### src/rtl/buffer_write_arbiter.sv
// Round-robin arbiter sharing the write port of a byte-wide circular buffer
// among N_REQ producers, granting bursts and stalling while the buffer is full.
module buffer_write_arbiter #(
    parameter int N_REQ     = 4,
    parameter int BUF_DEPTH = 16,
    parameter int CNT_W     = 5,
    parameter int MAX_BURST = 8
) (
    input  logic               clk,
    input  logic               reset,
    input  logic [N_REQ-1:0]   req,
    input  logic [8*N_REQ-1:0] req_data,
    input  logic [N_REQ-1:0]   req_last,
    output logic [N_REQ-1:0]   ack,
    output logic [N_REQ-1:0]   grant,
    output logic               busy,
    output logic               buf_wr_en,
    output logic [7:0]         buf_wr_data,
    input  logic [CNT_W-1:0]   buf_count
);

    localparam int IDX_W = (N_REQ > 1) ? $clog2(N_REQ) : 1;
    localparam int BC_W  = $clog2(MAX_BURST + 1);

    typedef enum logic {IDLE, BUSY} state_t;

    state_t           state;
    logic [IDX_W-1:0] g_idx;
    logic [IDX_W-1:0] rr_ptr;
    logic [IDX_W-1:0] pick_idx;
    logic [IDX_W-1:0] next_ptr;
    logic             pick_valid;
    logic [BC_W-1:0]  burst_cnt;
    logic             wr_ok;
    logic             last_beat;

    // Scan downward so the lowest offset from rr_ptr overwrites and wins.
    always_comb begin
        int j;
        // NOTE: every always_comb output gets a default first so no latch is inferred.
        pick_valid = 1'b0;
        pick_idx   = '0;
        for (int k = N_REQ - 1; k >= 0; k--) begin
            j = int'(rr_ptr) + k;
            if (j >= N_REQ) j = j - N_REQ;
            if (req[j]) begin
                pick_valid = 1'b1;
                pick_idx   = IDX_W'(j);
            end
        end
    end

    assign wr_ok     = (state == BUSY) && req[g_idx] &&
                       (buf_count < CNT_W'(BUF_DEPTH)) && !reset;
    assign last_beat = req_last[g_idx] || (burst_cnt == BC_W'(MAX_BURST - 1));
    assign next_ptr  = (g_idx == IDX_W'(N_REQ - 1)) ? '0 : g_idx + 1'b1;

    assign buf_wr_en   = wr_ok;
    assign ack         = wr_ok ? (N_REQ'(1) << g_idx) : '0;
    assign buf_wr_data = (state == BUSY) ? req_data[8*g_idx +: 8] : 8'h00;

    always_ff @(posedge clk) begin
        // NOTE: sequential state uses non-blocking assignments only.
        if (reset) begin
            state     <= IDLE;
            grant     <= '0;
            busy      <= 1'b0;
            g_idx     <= '0;
            rr_ptr    <= '0;
            burst_cnt <= '0;
        end else begin
            case (state)
                IDLE: begin
                    if (pick_valid) begin
                        state     <= BUSY;
                        busy      <= 1'b1;
                        g_idx     <= pick_idx;
                        grant     <= N_REQ'(1) << pick_idx;
                        burst_cnt <= '0;
                    end
                end
                BUSY: begin
                    if (wr_ok) burst_cnt <= burst_cnt + 1'b1;
                    // A full buffer alone never releases: the owner keeps the port.
                    if (!req[g_idx] || (wr_ok && last_beat)) begin
                        state  <= IDLE;
                        busy   <= 1'b0;
                        grant  <= '0;
                        rr_ptr <= next_ptr;
                    end
                end
                default: state <= IDLE;
            endcase
        end
    end

endmodule

### config.mk
export PLATFORM = sky130hd
export DESIGN_NAME = buffer_write_arbiter
export DESIGN_NICKNAME = d
export VERILOG_FILES = /design/src/rtl/buffer_write_arbiter.sv
export SDC_FILE = /design/constraint.sdc
export NUM_CORES = 1
export LEC_CHECK = 0
export ABC_AREA = 0
export CAP_MARGIN = 20
export CELL_PAD_IN_SITES_DETAIL_PLACEMENT = 0
export CELL_PAD_IN_SITES_GLOBAL_PLACEMENT = 1
export CORE_MARGIN = 3
export CORE_UTILIZATION = 24
export CTS_CLUSTER_SIZE = 20
export DETAILED_ROUTE_END_ITERATION = 8
export GPL_TIMING_DRIVEN = 0
export PLACE_DENSITY_LB_ADDON = 0.3
export SETUP_SLACK_MARGIN = 0.1
export SYNTH_ARGS = -nofsm -noshare
export SYNTH_HDL_FRONTEND = slang
export SYNTH_SLANG_ARGS = --single-unit
### constraint.sdc
create_clock -name clk -period 2.55 [get_ports clk]
set_clock_uncertainty 0.15 [all_clocks]
set_input_delay 0.765 -clock clk [delete_from_list [all_inputs] [get_ports clk]]
set_output_delay 0.765 -clock clk [all_outputs]
set_load 0.05 [all_outputs]
Word level (Yosys, flattened, before mapping)
Cells that the tools add are included.
{"block": "classes", "add_sub_neg": 9, "n_mul": 0, "div": 0, "magnitude_cmp": 10, "n_eq_ne": 5, "shift": 3, "n_mux": 43, "bitwise": 1, "reduce_logical": 12}
{"cell": "less-than comparator 32 x 4 -> 1 bit, second input constant", "count": 4}
{"cell": "two-way mux 32 bit", "count": 4}
{"cell": "variable part select 32 x 6 -> 8 bit", "count": 1}
{"cell": "two-way mux 4 bit", "count": 5}
{"cell": "two-way mux 1 bit", "count": 18}
{"cell": "case mux 4 bit (2 select lines)", "count": 2}
{"cell": "binary-select mux 1 bit (select 2 bit)", "count": 6}
{"cell": "subtractor 3 x 3 -> 4 bit, second input constant", "count": 3}
{"cell": "two-way mux 2 bit", "count": 5}
{"cell": ">= comparator 3 bit, second input constant", "count": 3}
{"cell": "two-way mux 8 bit", "count": 1}
{"cell": "AND reduction 2 bit", "count": 4}
{"cell": "<< shifter 1 x 2 -> 4 bit, first input constant", "count": 2}
{"cell": "adder 2 x 2 -> 3 bit, second input constant", "count": 2}
{"cell": "less-than comparator 5 bit, second input constant", "count": 1}
{"cell": "adder 4 x 1 -> 4 bit, second input constant", "count": 1}
{"cell": "== test 4 x 3 -> 1 bit, second input constant", "count": 1}
{"cell": "logical AND 1 bit", "count": 4}
{"cell": "!= test 2 x 1 -> 1 bit, second input constant", "count": 2}
{"cell": "case mux 1 bit (2 select lines)", "count": 2}
{"cell": "subtractor 2 x 3 -> 4 bit, second input constant", "count": 1}
{"cell": "adder 2 x 1 -> 3 bit, second input constant", "count": 1}
{"cell": ">= comparator 2 x 3 -> 1 bit, second input constant", "count": 1}
{"cell": "less-than comparator 2 x 3 -> 1 bit, second input constant", "count": 1}
{"cell": "other kinds (6)", "count": 8}
{"block": "totals", "ff_bits": 14, "latch_bits": 0, "mem_bits_rw": 0, "rom_bits": 0, "wordCells": 89, "memories": 0}

Depth between registers and ports, before layout
{"block": "logic_depth", "depth_word": 13, "ltp_mapped": 7}

Worst setup path after synthesis
OpenSTA, ideal clock, no wires.
{"block": "synth_timing", "path_kind": "input to output", "startpoint": "input port req[3]", "endpoint": "output port ack[0]", "arrival_time_ns": 1.954, "setup_slack_ns": -0.319, "stages": 4, "n_path_buf": 1, "path_cell_list": "mux4_2 and3_1 buf_6 and2_1"}
{"block": "synth_via", "elab_chain_cells": 6}
{"element": "from (decl)", "line_no": "11", "source": "input logic [N_REQ-1:0] req,"}
{"element": "binary-select mux 1 bit (select 2 bit)", "line_no": "53", "source": "assign wr_ok = (state == BUSY) && req[g_idx] &&"}
{"element": "two-way mux 1 bit (not written as such)", "line_no": "53"}
{"element": "logical AND 1 bit (2 in a row)", "line_no": "53"}
{"element": "logical AND 1 bit", "line_no": "54", "source": "(buf_count < CNT_W'(BUF_DEPTH)) && !reset;"}
{"element": "via buf_wr_en", "line_no": "17", "source": "output logic buf_wr_en,"}
{"element": "two-way mux 4 bit", "line_no": "59", "source": "assign ack = wr_ok ? (N_REQ'(1) << g_idx) : '0;"}
{"element": "to (decl)", "line_no": "14", "source": "output logic [N_REQ-1:0] ack,"}
The timed path passes the listed nets, and every way through them passes these cells. The select of a mux whose other input is x is not followed.

Final worst setup path
{"block": "layout_timing", "startpoint": "input port req[3]", "endpoint": "output port ack[2]"}
{"block": "layout_via", "elab_chain_cells": 6}
{"element": "binary-select mux 1 bit (select 2 bit)", "line_no": "53"}
{"element": "two-way mux 1 bit (not written as such)", "line_no": "53"}
{"element": "logical AND 1 bit (2 in a row)", "line_no": "53"}
{"element": "logical AND 1 bit", "line_no": "54"}
{"element": "two-way mux 4 bit", "line_no": "59"}
No other way between the ends. The select of a mux whose other input is x is not followed.

==> flow_summary_export.csv <==
group,metric,value,unit
clock_network,clock_latency,240,ps
yosys,synthTopCellsByArea,"sky130_fd_sc_hd__dfxtp_1 25%, sky130_fd_sc_hd__mux4_2 20%, sky130_fd_sc_hd__and2_1 6.7%",
critical_path,timing.critical_path.from_type,"primary input",
yosys,postSynthCellCount,122,
timing,final_number_of_hold_violating_endpoints,0,
yosys,main_combinational_cell_family_by_area_after_synthesis,"multiplexers",
floorplan,floorplan.die_area,0.00554,mm²
power,p_leak,0.857,nW
grt,antenna_found_initial,0,
layout,layout_overhead_on_the_synthesized_area,76.9,%
critical_path,timing.critical_path.to_type,"output port",
yosys,seq_area_frac_synth,24.9,%
timing,totalNegativeSetupSlack,-917,ps
clock_network,postCtsHoldBufs,0,
grt,grt_start_max_net_pins,11,
floorplan,effective_utilization_at_floorplan,25.3,%
critical_path,slowest_stage,"sky130_fd_sc_hd__mux4_2",
timing,post-route-min-period,2750,ps
power,clock_power_share,21.2,%
power,irDropWorstVdd,0.271,mV
route,drt_first_pass_iters,4,
layout,drive_gt1_share,48.7,%
clock_network,cts-root-to-sink-buffers,2,
route,drcViolationCount,0,
layout,post-route-util,44.8,%
status,violations_in_the_final_reports,"negative setup slack",
floorplan,floorplan.die.height,74.5,µm
yosys,ys_seq_elements,14,
power,power_report.internal_total,0.000554,W
grt,grt_overflow,0,
critical_path,timing.setup.critical_path_class,"primary input to output port",
critical_path,cpMostUsedCell,"sky130_fd_sc_hd__buf_8",
grt,globalRouteTotalUtil,13.8,%
critical_path,path_cells,"buf_8 -> mux4_2 -> and3_4 -> and2_4 -> buf_8",
floorplan,io_pins,65,
yosys,netlist.area_leader.share,24.9,%
timing,setup_repair_after_global_routing_missed_its_margin,"true",
timing,timing.final.max_slew_violations,0,
clock_network,clk_transition_reported_paths,50,ps
critical_path,critical_path_buf_inv_count,2,
route,post_drt_via_cell_ratio,5.02,
clock_network,tritoncts_num_sinks,14,
clock_network,cts.root.buffer_cell,"sky130_fd_sc_hd__clkbuf_8",
yosys,yosys.area_share.xor_xnor,0,%
place,final_weighted_congestion_in_routability_driven_placement,0.796,
timing,report.final.setup_viol,5,
place,cell_count_after_placement,234,
critical_path,cp-startpoint,"req[3]",
floorplan,chipWidth,74.5,µm
status,run_status,"finished with violations",
timing,maxClockFrequency,0.364,GHz
place,detailedPlacementHpwl,2920,µm
critical_path,critPathTopFamily,"multiplexers",
floorplan,rows,24,
timing,worst-slew-pin-transition,521,ps
worst_hold_path,worstHoldStart,"grant[2]$_SDFFE_PP0P_",
critical_path,critPathArrivalTime,1830,ps
critical_path,critPathMaxFanout,6,
layout,final_nets,249,
yosys,synthesized_area_per_cell,9.22,µm²
clock_network,cts_tree,"built",
clock_network,level_count_of_the_clock_h_tree,1,
route,ant_nets,0,
power,power_frac_seq,30.1,%
power,swShare,34.5,%
timing,fin_ws,-200,ps
yosys,yosys.area_share.adder,5.56,%
place,placement.io_buffers,60,
route,dr_vias,1239,
timing,slew_headroom,65.1,%
yosys,synthesis_warnings,0,
layout,finish.instance_area,0.00199,mm²
timing,hold_ws,312,ps
power,cellPowerDensity,425,mW/mm²
yosys,synth.largest_area_cell,"sky130_fd_sc_hd__dfxtp_1",
route,wire_per_inst,15.7,µm
yosys,synthMuxAreaShare,24.6,%
clock_network,number_of_buffers_inserted_during_clock_tree_synthesis,3,
yosys,synth_fp_nets,174,
critical_path,timing.critical_path.required,1640,ps
yosys,syn_area,0.00112,mm²
power,p_sw,0.000292,W
critical_path,max_stage_delay,490,ps
route,detailedRoute.firstIterationViolations,29,
worst_hold_path,min_path_type,"flop to flop",
grt,first_pass_grt_wire_length,5890,µm
yosys,synth-compound-area-share,16.1,%
layout,n_antenna_cell,0,
place,placedInstanceArea,0.00182,mm²
timing,fin_crit_sh,108,%
route,wirelength,3880,µm
yosys,synth-simple-area-share,22.4,%
power,power.combinational.fraction,48.7,%
layout,final_cell_count_no_fill,247,
floorplan,coreArea,0.00444,mm²
grt,grt_pass1_vias,1222,
yosys,number_of_distinct_library_cells_after_synthesis,39,
critical_path,r2r_start,"g_idx[0]$_SDFFE_PP0P_",
job,maxCapViolCount,0,
## power groups by stage
stage	clock [W]	sequential (W)	combinational [W]
final	0.000179	0.000255	0.000412
after global routing	0.000198	0.000258	0.000438
after CTS	0.000188	0.000255	0.000391
after detailed placement	0	0.000258	0.000362
after global placement	0	0.000257	0.000356
after floorplan	0	0.000279	0.000194
## cell usage after synthesis
library cell,n
sky130_fd_sc_hd__o21bai_1,2
sky130_fd_sc_hd__or3b_2,1
sky130_fd_sc_hd__buf_2,1
sky130_fd_sc_hd__nor2_1,8
sky130_fd_sc_hd__and3b_1,1
sky130_fd_sc_hd__o22ai_1,2
sky130_fd_sc_hd__ha_1,5
sky130_fd_sc_hd__mux2i_1,4
sky130_fd_sc_hd__and2_1,12
sky130_fd_sc_hd__inv_1,11
sky130_fd_sc_hd__nand3_1,2
sky130_fd_sc_hd__a211oi_1,1
sky130_fd_sc_hd__a21o_1,1
sky130_fd_sc_hd__o21ai_0,3
sky130_fd_sc_hd__o32ai_1,2
sky130_fd_sc_hd__nand4_1,2
sky130_fd_sc_hd__mux4_2,10
sky130_fd_sc_hd__o311ai_0,2
sky130_fd_sc_hd__a21oi_1,5
sky130_fd_sc_hd__o21a_1,2
sky130_fd_sc_hd__a21boi_0,1
sky130_fd_sc_hd__mux2_2,1
sky130_fd_sc_hd__buf_6,1
sky130_fd_sc_hd__or2_2,1
sky130_fd_sc_hd__nand2_1,5
sky130_fd_sc_hd__clkbuf_1,3
sky130_fd_sc_hd__nand2b_1,3
sky130_fd_sc_hd__nor2b_1,2
sky130_fd_sc_hd__a31oi_1,1
sky130_fd_sc_hd__buf_1,1
sky130_fd_sc_hd__a211o_1,1
sky130_fd_sc_hd__dfxtp_1,14
sky130_fd_sc_hd__nor4_1,1
sky130_fd_sc_hd__o311ai_1,1
sky130_fd_sc_hd__and3_1,3
sky130_fd_sc_hd__o221ai_1,1
sky130_fd_sc_hd__nor3_1,2
sky130_fd_sc_hd__o22a_1,1
sky130_fd_sc_hd__or4_1,2
## repair_timing
action,4_1_cts,5_1_grt
endpoints found under the hold margin,0,0
pin swaps,1,1
setup endpoints to repair,20,13
setup buffers,3,7
cloned,0,1
gates resized for setup,251,13
## registers in the layout, summed over array words and instances, names as in the netlist
register,flops
burst_cnt,4
grant,4
g_idx,2
rr_ptr,2
busy,1
state,1
## worst min-delay path, stage by stage, from the launching register on
cell,delay (ps)
sky130_fd_sc_hd__dfxtp_1,310
sky130_fd_sc_hd__inv_1,50
sky130_fd_sc_hd__o22ai_1,60
## final cells by class
type,instances,area [µm²]
Fill cell,426,2450
Sequential cell,14,284
Tap cell,52,65.1
Timing Repair Buffer,71,707
Multi-Input combinational cell,91,810
Clock buffer,3,41.3
Buffer,5,41.3
Inverter,11,41.3
## layer usage
| layer | GRT usage (%) | vias to the layer above | part of all wire, % |
|---|---|---|---|
| met2 | 24.6 | 55 | 49 |
| li1 | - | 598 | - |
| met1 | 16.7 | 584 | 41 |
| met4 | 3.56 | 0 | 0.39 |
| met3 | 3.24 | 2 | 9.6 |
| met5 | 0 | - | 0 |
## kinds of logic (layout without fill, tap and decap cells)
| family | count (synthesis) | in the layout |
|---|---|---|
| AND/OR/NAND/NOR | 45 | 45 |
| AO/OA/AOI/OAI | 26 | 26 |
| buffers and inverters | 17 | 90 |
| multiplexers | 15 | 15 |
| flip-flops | 14 | 14 |
| adder cells (fa/ha/maj) | 5 | 5 |
## cells in the final DEF, fill, tap and decap left out, drive strengths merged, types with 3 or more instances in the layout
master         instances
nor2                   8
mux4                  10
nand2                  5
inv                   11
buf                   61
and3                   3
o311ai                 3
clkbuf                 7
nand2b                 3
a21oi                  5
clkdlybuf4s50          9
ha                     5
and2                  12
dfxtp                 14
o21ai                  3
mux2i                  4
## metrics by stage
| stage | power, W | setup WS, ps |
|---|---|---|
| final | 0.000846 | -200 |
| after global routing | 0.000895 | -232 |
| after CTS | 0.000834 | -303 |
| after detailed placement | 0.000619 | -1380 |
| after global placement | 0.000613 | -1360 |
| after floorplan | 0.000473 | -156 |
## worst paths after layout
| kind | endpoint | slack, ps | cells past startpoint |
|---|---|---|---|
| max | ack[2] | -200 | 5 |
| min | grant[2]$_SDFFE_PP0P_ | 310 | 2 |
| max reg2reg | burst_cnt[2]$_SDFFE_PP0P_ | 470 | 5 |
| min reg2reg | grant[2]$_SDFFE_PP0P_ | 310 | 2 |
Note: power is estimated with default switching activity, not from simulation.
